[src/rtl/hll_pkg.sv]
// Shared defaults and types for the HLL harmonic-sum feeder.
// Widths here match the reciprocal stage that consumes sum_data.
package hll_pkg;

  localparam int HLL_P         = 14;
  localparam int HLL_RANK_W    = 6;
  localparam int HLL_SUM_W     = 32;
  localparam int HLL_FRAC_BITS = HLL_SUM_W - HLL_P - 1;

  typedef enum logic [1:0] {
    IDLE,
    ACCUM,
    DRAIN,
    DONE
  } hll_sum_state_t;

  typedef logic [HLL_RANK_W-1:0] rank_t;
  typedef logic [HLL_SUM_W-1:0]  sum_t;

endpackage

[src/rtl/hll_rank_term.sv]
// First pipeline stage: turns a bucket rank into its 2^-rank term in
// UQ fixed point, plus an empty-bucket flag, both registered with valid.
module hll_rank_term
  import hll_pkg::*;
#(
  parameter int RANK_W    = HLL_RANK_W,
  parameter int SUM_W     = HLL_SUM_W,
  parameter int FRAC_BITS = HLL_FRAC_BITS
) (
  input  logic              clk,
  input  logic              rst_n,
  input  logic [RANK_W-1:0] rank,
  input  logic              rank_valid,
  output logic [SUM_W-1:0]  term,
  output logic              is_zero,
  output logic              term_valid
);

  logic [SUM_W-1:0] term_d;

  // NOTE: every always_comb output gets a default first so no path can
  // leave it unassigned and infer a latch.
  always_comb begin
    term_d = '0;
    // Ranks beyond the fractional precision contribute nothing by design.
    if (int'(rank) <= FRAC_BITS) begin
      term_d = SUM_W'(1) << (FRAC_BITS - int'(rank));
    end
  end

  // NOTE: sequential state uses non-blocking assignments so every register
  // samples pre-edge values regardless of process ordering.
  always_ff @(posedge clk or negedge rst_n) begin
    if (!rst_n) begin
      term       <= '0;
      is_zero    <= 1'b0;
      term_valid <= 1'b0;
    end else begin
      term       <= term_d;
      is_zero    <= (rank == '0);
      term_valid <= rank_valid;
    end
  end

endmodule

[src/rtl/hll_harmonic_sum.sv]
// Streams one sketch of 2^P ranks, accumulates Z = sum(2^-rank) and the
// empty-bucket count, and hands Z to the reciprocal stage with a valid pulse.
module hll_harmonic_sum
  import hll_pkg::*;
#(
  parameter int P      = HLL_P,
  parameter int RANK_W = HLL_RANK_W,
  parameter int SUM_W  = HLL_SUM_W
) (
  input  logic              clk,
  input  logic              rst_n,
  input  logic              start,
  input  logic [RANK_W-1:0] in_rank,
  input  logic              in_valid,
  output logic              in_ready,
  output logic [SUM_W-1:0]  sum_data,
  output logic              sum_valid,
  output logic [P:0]        zero_count,
  output logic              busy
);

  localparam int FRAC_BITS = SUM_W - P - 1;

  hll_sum_state_t   state_q, state_d;
  logic [P-1:0]     beat_cnt;
  logic [P:0]       zero_cnt;
  logic [SUM_W-1:0] acc;
  logic             drain_cnt;
  logic             frame_start;
  logic             accept;
  logic             last_beat;
  logic [SUM_W-1:0] term;
  logic             term_is_zero;
  logic             term_valid;

  hll_rank_term #(
    .RANK_W   (RANK_W),
    .SUM_W    (SUM_W),
    .FRAC_BITS(FRAC_BITS)
  ) u_rank_term (
    .clk       (clk),
    .rst_n     (rst_n),
    .rank      (in_rank),
    .rank_valid(accept),
    .term      (term),
    .is_zero   (term_is_zero),
    .term_valid(term_valid)
  );

  always_ff @(posedge clk or negedge rst_n) begin
    if (!rst_n) state_q <= IDLE;
    else        state_q <= state_d;
  end

  always_comb begin
    state_d = state_q;
    unique case (state_q)
      IDLE:    if (start) state_d = ACCUM;
      ACCUM:   if (last_beat) state_d = DRAIN;
      // Two cycles let the last term clear S1 and land in the accumulator.
      DRAIN:   if (drain_cnt) state_d = DONE;
      DONE:    state_d = IDLE;
      default: state_d = IDLE;
    endcase
  end

  always_comb begin
    in_ready    = (state_q == ACCUM);
    busy        = (state_q != IDLE);
    frame_start = (state_q == IDLE) && start;
    accept      = in_ready && in_valid;
    last_beat   = accept && (&beat_cnt);
  end

  always_ff @(posedge clk or negedge rst_n) begin
    if (!rst_n) begin
      beat_cnt  <= '0;
      zero_cnt  <= '0;
      acc       <= '0;
      drain_cnt <= 1'b0;
    end else begin
      drain_cnt <= (state_q == DRAIN) ? ~drain_cnt : 1'b0;
      if (frame_start) begin
        beat_cnt <= '0;
        zero_cnt <= '0;
        acc      <= '0;
      end else begin
        if (accept) beat_cnt <= beat_cnt + 1'b1;
        // Full-scale Z is exactly 2^(SUM_W-1), so acc cannot wrap.
        if (term_valid) begin
          acc      <= acc + term;
          zero_cnt <= zero_cnt + (P+1)'(term_is_zero);
        end
      end
    end
  end

  always_ff @(posedge clk or negedge rst_n) begin
    if (!rst_n) begin
      sum_data   <= '0;
      zero_count <= '0;
      sum_valid  <= 1'b0;
    end else begin
      sum_valid <= (state_q == DONE);
      if (state_q == DONE) begin
        sum_data   <= acc;
        zero_count <= zero_cnt;
      end
    end
  end

endmodule

[config.mk]
export PLATFORM = sky130hd
export DESIGN_NAME = hll_harmonic_sum
export DESIGN_NICKNAME = d
export VERILOG_FILES = /design/src/rtl/hll_pkg.sv /design/src/rtl/hll_rank_term.sv /design/src/rtl/hll_harmonic_sum.sv
export SDC_FILE = /design/constraint.sdc
export NUM_CORES = 1
export LEC_CHECK = 0
export CAP_MARGIN = 0
export CORE_MARGIN = 8
export CORE_UTILIZATION = 35
export CTS_CLUSTER_SIZE = 8
export DETAILED_ROUTE_END_ITERATION = 8
export PLACE_DENSITY_LB_ADDON = 0.15
export SLEW_MARGIN = 10
export SYNTH_ARGS = -nofsm -noshare
export SYNTH_HDL_FRONTEND = slang
export SYNTH_HIERARCHICAL = 1
export SYNTH_SLANG_ARGS = --single-unit
[constraint.sdc]
create_clock -name clk -period 6.7 [get_ports clk]
set_clock_uncertainty 0.05 [all_clocks]
set_input_delay 0.67 -clock clk [delete_from_list [all_inputs] [get_ports clk]]
set_output_delay 0.67 -clock clk [all_outputs]
set_load 0.01 [all_outputs]
Word-level counts from Yosys, hierarchy flattened. Index checks and enable logic that the tools add are counted.

Add/sub/neg operators: 4. Magnitude comparators: 1. Eq/ne operators: 6. Shifts and indexed selects: 1. Multiplexer cells: 12. Bitwise gates (word level): 1. Reductions and logical operators: 10.

Operator list (count): two-way mux 32 bit (3); adder 32 bit (1); << shifter 1 x 32 -> 32 bit (first input constant) (1); two-way mux 15 bit (2); two-way mux 14 bit (2); adder 15 x 1 -> 15 bit (1); adder 14 x 1 -> 14 bit (second input constant) (1); AND reduction 14 bit (1); case mux 2 bit (4 select lines) (1); subtractor 5 x 6 -> 7 bit (first input constant) (1); less-or-equal comparator 6 x 5 -> 1 bit (second input constant) (1); logical NOT 6 bit (1); two-way mux 2 bit (3); nonzero test 2 bit (3); == test 2 bit (second input constant) (2); != test 2 bit (second input constant) (2); logical AND 1 bit (3); AND reduction 3 bit (1); == test 2 x 1 -> 1 bit (second input constant) (1); logical NOT 2 bit (1); != test 2 x 1 -> 1 bit (second input constant) (1); two-way mux 1 bit (1); NOT 1 bit (1).

Flip-flop bits (word level): 146. Output and inout bits: 50. Logic and storage cells: 46.

Logic depth before layout (Yosys ltp). Gate-level depths: netlist (run 1).

Depth in word-level cells: 5. Mapped depth: 11.

Cells and area by module. Netlist (run 1), hierarchy kept.

Modules (own cells, without submodules): hll_harmonic_sum (times used 1, cells each 613, area each 6259.8 µm²); hll_rank_term (times used 1, cells each 86, area each 1121.1 µm²).

Worst setup path before layout (run 1). Ideal clock, no wire load.

Kind: reg2reg. From: register acc[3]. To: register acc[29]. Arrival time: 2.630 ns. Slack: 3.934 ns. Stages on the path, launching flop included: 10. Path buffers: 0. Clock period less this slack: 2.766 ns. Cell sequence: dfrtp_1 -> ha_1 -> o211ai_1 -> o21a_1 -> a2111o_1 -> a2111oi_4 -> or2_4 -> a211oi_2 -> or4_1 -> o211ai_1.

Cells in the longest elaborated chain, start to end: 3.

RTL lines: start, declared (RTL line hll_harmonic_sum.sv:27) `logic [SUM_W-1:0] acc;`; start signal, assigned (RTL line hll_harmonic_sum.sv:91) `acc <= acc + term;`; adder 32 bit (RTL line hll_harmonic_sum.sv:91); two-way mux 32 bit (RTL line hll_harmonic_sum.sv:90) `if (term_valid) begin`; two-way mux 32 bit (RTL line hll_harmonic_sum.sv:83) `if (frame_start) begin`.

Every way passes these cells. The select of a mux whose other input is x is not followed. A chain may end at the register's enable or synchronous reset.

Worst setup path after layout (run 1). Same ends and word-level chain as after synthesis.

==> results of run 1 <==
==> how the worst max path moves through the flow <==
stage / from / to / slack, ns
6_report: acc[3]$_DFFE_PN0P_ / acc[29]$_DFFE_PN0P_ / 3.65
5_1_grt: acc[0]$_DFFE_PN0P_ / acc[30]$_DFFE_PN0P_ / 3.44
4_1_cts: acc[0]$_DFFE_PN0P_ / acc[30]$_DFFE_PN0P_ / 3.62
3_5_place_dp: acc[0]$_DFFE_PN0P_ / acc[30]$_DFFE_PN0P_ / 3.62
3_3_place_gp: start / acc[28]$_DFFE_PN0P_ / 3.67
2_1_floorplan: acc[3]$_DFFE_PN0P_ / acc[29]$_DFFE_PN0P_ / 3.93
==> cells in the mapped netlist (all sizes together), types with 3 or more instances <==
cell type / instances
a211oi: 8
a21o: 6
a21oi: 41
a31oi: 7
and2: 4
and3: 8
buf: 8
clkbuf: 21
dfrtp: 146
ha: 40
inv: 15
mux2: 48
mux2i: 18
nand2: 39
nand2b: 6
nand3: 26
nand3b: 3
nand4: 12
nor2: 92
nor2b: 8
nor3: 15
nor4: 4
o211a: 3
o211ai: 4
o21a: 5
o21ai: 26
o21bai: 3
xnor2: 17
xor2: 33
==> worst max-delay path: stages, from the launching register on <==
cell       delay [ns]
dfrtp_1          0.39
ha_1             0.35
o211ai_1         0.11
o21a_1           0.23
a2111o_1         0.51
a2111oi_4        0.41
or2_4            0.22
a211oi_2         0.07
or4_1            0.53
o211ai_1         0.10
==> cells in the final DEF (no fill, tap or decap), drive strengths merged, types with 20 or more instances in the layout <==
master,count
ha,40
clkbuf,20
dfrtp,146
a21oi,41
xor2,33
clkdlybuf4s50,58
nand2,39
mux2,48
nor2,92
nand3,26
o21ai,26
==> state kept, by name, summed over array words and instances, names as in the netlist <==
register	flops
acc	32
sum_valid	1
u_rank_term/term_valid	1
state_q	2
zero_count	15
beat_cnt	14
zero_cnt	15
u_rank_term/is_zero	1
drain_cnt	1
sum_data	32
u_rank_term/term	32
==> cells by family (layout without fill, tap and decap cells) <==
kind of cell / Yosys count / count (layout) / synth area share (%)
compound gates: 123 / 123 / 10.8
xor+xnor: 50 / 50 / 5.93
buf+inv: 44 / 110 / 2.32
flops: 146 / 146 / 49.5
other cells: 1 / 8 / 0.0508
fa+ha+maj: 41 / 41 / 7.05
mux: 66 / 66 / 9.76
simple gates: 228 / 228 / 14.5
==> per-stage QoR <==
step | cell area (sq um) | std cells | hold WS (ns)
2_1_floorplan | 7410 | 706 | 0.324
3_3_place_gp | 8270 | 1015 | 0.348
3_5_place_dp | 8270 | 1015 | 0.354
4_1_cts | 8870 | 1047 | 0.245
5_1_grt | 8870 | 1047 | 0.258
6_report | 8870 | 1047 | 0.190
==> layer usage <==
metal / GRT usage [%] / share of wire [%] / up-vias
li1: - / - / 2590
met1: 17.8 / 48 / 2650
met2: 21.1 / 46 / 122
met3: 2.72 / 4.0 / 23
met4: 5.26 / 1.9 / 0
met5: 0 / 0 / -
==> where the power goes <==
part	internal [uW]	switching [uW]
registers	1110	168
clock network	578	376
logic	592	602
total	2280	1150
==> area by class of cell <==
| type | instances | area, sq um |
|---|---|---|
| inverters | 15 | 56.3 |
| clock inverters | 12 | 131 |
| flip-flops and latches | 146 | 3650 |
| repair buffers | 63 | 622 |
| multi-input cells | 516 | 3590 |
| well taps | 275 | 344 |
| clock buffers | 20 | 467 |
| fillers | 2013 | 12000 |
==> metrics.yaml, run 1 <==
outcome: "finished clean"
grt_pass1_wl_mm: 28.5
grt_pass1_vias: 5618
via_per_inst: 5.14
p_leak_uw: 0.00405
gp_congestion: 0.901
drt-total-wl_mm: 16.9
netlist_top_cells_area: "dfrtp_1 (49%), mux2_2 (7.3%), ha_1 (6.8%)"
ir_drop_v: 0.000190
cts.htree.levels: 4
grt_remaining_overflow: 0
hold_violations: 0
initial_utilization_pct: 35.3
wire_per_inst_microns: 16.1
report.final.slew_viol_count: 0
p_per_area_nw_per_um2: 387
synth_warnings: 6
utilization_pct: 42.4
hold_buffers: 0
finalPower_uw: 3430
worst_skew_pair.late_latency_ns: 0.42
setup_tns_ns: 0
post_cts_resized: 0
drt_iter0_drc: 414
yosysTopAreaCellShare_pct: 49.5
crit_type: "flip-flop to flip-flop"
synth_edf_count: 0
core_sq_um: 20900
synthFlopType: "dfrtp_1"
slew_headroom_pct: 38.5
via_count: 5385
rsz0062_at_grt: "false"
fp.dieArea_sq_um: 26000
clock_path_buffers: 2
ff2ff_path_depth: 9
post-route-drc-count: 0
setup_viol: 0
fmax_ghz: 0.328
core.rowCount: 53
worstPathMaxFanout: 4
fin_nets: 810
io_pins: 60
preCtsSetupSlack_ns: 3.62
dp_hpwl_mm: 11.9
die_y_microns: 161
yosysSeqAreaShare_pct: 49.5
finalCritPeriodShare_pct: 45.5
r2r_slack_ns: 3.65
worst_pin_slew_ns: 0.923
cts_made_buffers: 17
ant_nets: 0
clk_pin_slew_ns: 0.06
grt_max_degree: 76
cp.required_ns: 6.98
drv_cap: 0
post_cts_buffers: 0
first_pass_iters: 5
die_w_microns: 161
root_buffer: "clkbuf_16"
synth.cell_area_sq_um: 7380
end_kind: "flip-flop"
antenna_cells: 0
async_reset_ff_share_pct: 100
synth_area_leader_cell: "dfrtp_1"
startpoint_type: "flip-flop"
r2r-start: "acc[3]$_DFFE_PN0P_"
portBuffers: 59
cts_tree: "done"
drive_above_1_share_pct: 12.0
r2r_end: "acc[29]$_DFFE_PN0P_"
grt_antenna_before_repair: 0
cts_sinks: 146
setup_ws_ns: 3.65
ys_seq_elements: 146
hp-class: "input pin to async pin"
yosysUniqueCellTypes: 60
grt_use_total_pct: 13.4
netlist_instances: 699
area.growth.synth_to_final_pct: 20.1
critical_path_arrival_ns: 3.33
syn_area_per_cell_sq_um: 10.6
fin_crit_ns: 3.05
No activity file was read; power rests on OpenSTA's default activity.
==> run 2: changes to the inputs <==
==> constraint.sdc (replaced) <==
create_clock -name clk -period 2.95 [get_ports clk]
set_clock_uncertainty 0.05 [all_clocks]
set_input_delay 0.295 -clock clk [delete_from_list [all_inputs] [get_ports clk]]
set_output_delay 0.295 -clock clk [all_outputs]
set_load 0.01 [all_outputs]
==> metrics.yaml, run 2 (synthesis gave the netlist of run 1 again) <==
worstPathMaxFanout: 4
hold_violations: 0
grt_pass1_vias: 5532
cts_sinks: 146
reg_top3: "acc x32, sum_data x32, u_rank_term/term x32"
post-route-drc-count: 0
utilization_pct: 43.4
fin_nets: 826
clock_path_buffers: 2
core_sq_um: 20900
finalCritPeriodShare_pct: 96.2
initial_utilization_pct: 35.3
drt_iter0_drc: 303
via_per_inst: 5.08
rsz0062_at_grt: "true"
end_kind: "flip-flop"
drv_cap: 0
root_buffer: "clkbuf_16"
p_per_area_nw_per_um2: 867
setup_viol: 0
grt_remaining_overflow: 0
r2r_slack_ns: 0.11
portBuffers: 59
core.rowCount: 53
startpoint_type: "flip-flop"
final_common_cell: "dfrtp_1"
fp.dieArea_sq_um: 26000
cp.required_ns: 3.24
die_y_microns: 161
via_count: 5402
drt-total-wl_mm: 17.2
gp_congestion: 0.904
setup_ws_ns: 0.111
preCtsSetupSlack_ns: 0.0500
ant_nets: 0
slew_headroom_pct: 54.7
clk_pin_slew_ns: 0.07
p_leak_uw: 0.00410
hp-class: "input pin to async pin"
dp_hpwl_mm: 12.2
antenna_cells: 0
setup_tns_ns: 0
fin_crit_ns: 2.84
worst_pin_slew_ns: 0.679
grt_use_total_pct: 13.7
ir_drop_v: 0.000389
outcome: "finished clean"
io_pins: 60
drive_above_1_share_pct: 14.6
crit_type: "flip-flop to flip-flop"
report.final.slew_viol_count: 0
postPlaceCellArea_sq_um: 8400
wire_per_inst_microns: 16.2
critical_path_arrival_ns: 3.13
grt_max_degree: 59
area.growth.synth_to_final_pct: 22.9
hold_slack_ns: 0.351
die_w_microns: 161
first_pass_iters: 5
cts_tree: "done"
grt_antenna_before_repair: 0
worst_skew_pair.late_latency_ns: 0.42
cts_made_buffers: 17
cts.htree.levels: 4
grt_pass1_wl_mm: 28.6
fmax_ghz: 0.352
post-route-cell-area_sq_um: 9070
ff2ff_path_depth: 9
layout_common_cells: "dfrtp_1 (145), nor2_1 (91), clkdlybuf4s50_1 (58)"
fill_cells: 1989
-- run 2: layer usage --
metal	global-route usage [%]	part of all wire, %	up-vias
met5	0	0	-
met4	3.54	0.83	0
met3	3.89	5.4	12
met2	21.9	47	111
met1	17.8	46	2655
li1	-	-	2624
-- run 2: stage by stage --
| stage | total power (uW) | cells |
|---|---|---|
| 4_1_cts | 7950 | 1062 |
| 2_1_floorplan | 4590 | 706 |
| 5_1_grt | 8390 | 1063 |
| 6_report | 7860 | 1063 |
| 3_5_place_dp | 5770 | 1029 |
| 3_3_place_gp | 5730 | 1029 |
-- run 2: worst paths after layout --
kind                                      from                        endpoint
max                         acc[4]$_DFFE_PN0P_             acc[29]$_DFFE_PN0P_
max in group asynchronous                rst_n  u_rank_term/term[18]$_DFF_PN0_
max reg2reg                 acc[4]$_DFFE_PN0P_             acc[29]$_DFFE_PN0P_
min reg2reg                drain_cnt$_DFF_PN0_             drain_cnt$_DFF_PN0_
min in group clk           drain_cnt$_DFF_PN0_             drain_cnt$_DFF_PN0_
min                                      rst_n       zero_count[9]$_DFFE_PN0P_
-- run 2: report_power, final --
part           switching, uW  internal (uW)
Clock                    903           1220
Sequential               415           2520
Combinational           1370           1440
Total                   2680           5180
-- run 2: layout make-up --
class                           instances  area, sq um  area share, %
Timing Repair Buffer                   79          769           8.48
Multi-Input combinational cell        516         3670           40.4
Sequential cell                       146         3650           40.3
Clock buffer                           20          457           5.04
Clock inverter                         12          123           1.35
Tap cell                              275          344           3.79
Inverter                               15         56.3          0.621
-- run 2: what timing repair did --
action / CTS / global route
buffers inserted: 0 / 1
hold buffers: 1 / 0
endpoints found under the hold margin: 55 / 0
gates resized for setup: 0 / 10
endpoints found under the setup margin: 0 / 7
-- run 2: critical path, cell delays in order (launching register included) --
cell and delay [ns]:
dfrtp_1 0.42, ha_4 0.30, o211ai_1 0.08, o21a_1 0.20
a2111o_1 0.46, a2111oi_4 0.42, or2_4 0.19, a211oi_2 0.06
or4_1 0.48, o211ai_1 0.09
==> run 3: changes to the inputs <==
--- a/config.mk
+++ b/config.mk
@@ -5,9 +5,11 @@
 export SDC_FILE = /design/constraint.sdc
 export NUM_CORES = 1
 export LEC_CHECK = 0
+export ABC_CLOCK_PERIOD_IN_PS = 2950
 export CAP_MARGIN = 0
 export CORE_MARGIN = 8
 export CORE_UTILIZATION = 35
+export CTS_CLUSTER_DIAMETER = 100
 export CTS_CLUSTER_SIZE = 8
 export DETAILED_ROUTE_END_ITERATION = 8
 export PLACE_DENSITY_LB_ADDON = 0.15
==> constraint.sdc (replaced) <==
create_clock -name clk -period 2.95 [get_ports clk]
set_clock_uncertainty 0.05 [all_clocks]
set_input_delay 0.295 -clock clk [delete_from_list [all_inputs] [get_ports clk]]
set_output_delay 0.295 -clock clk [all_outputs]
set_load 0.02 [all_outputs]
==> results of run 3 <==
The final DEF is identical to that of run 2. Status: finished clean.
Among the figures that moved: total power 7860 uW -> 8080 uW; worst IR drop on VDD 0.000389 V -> 0.000416 V
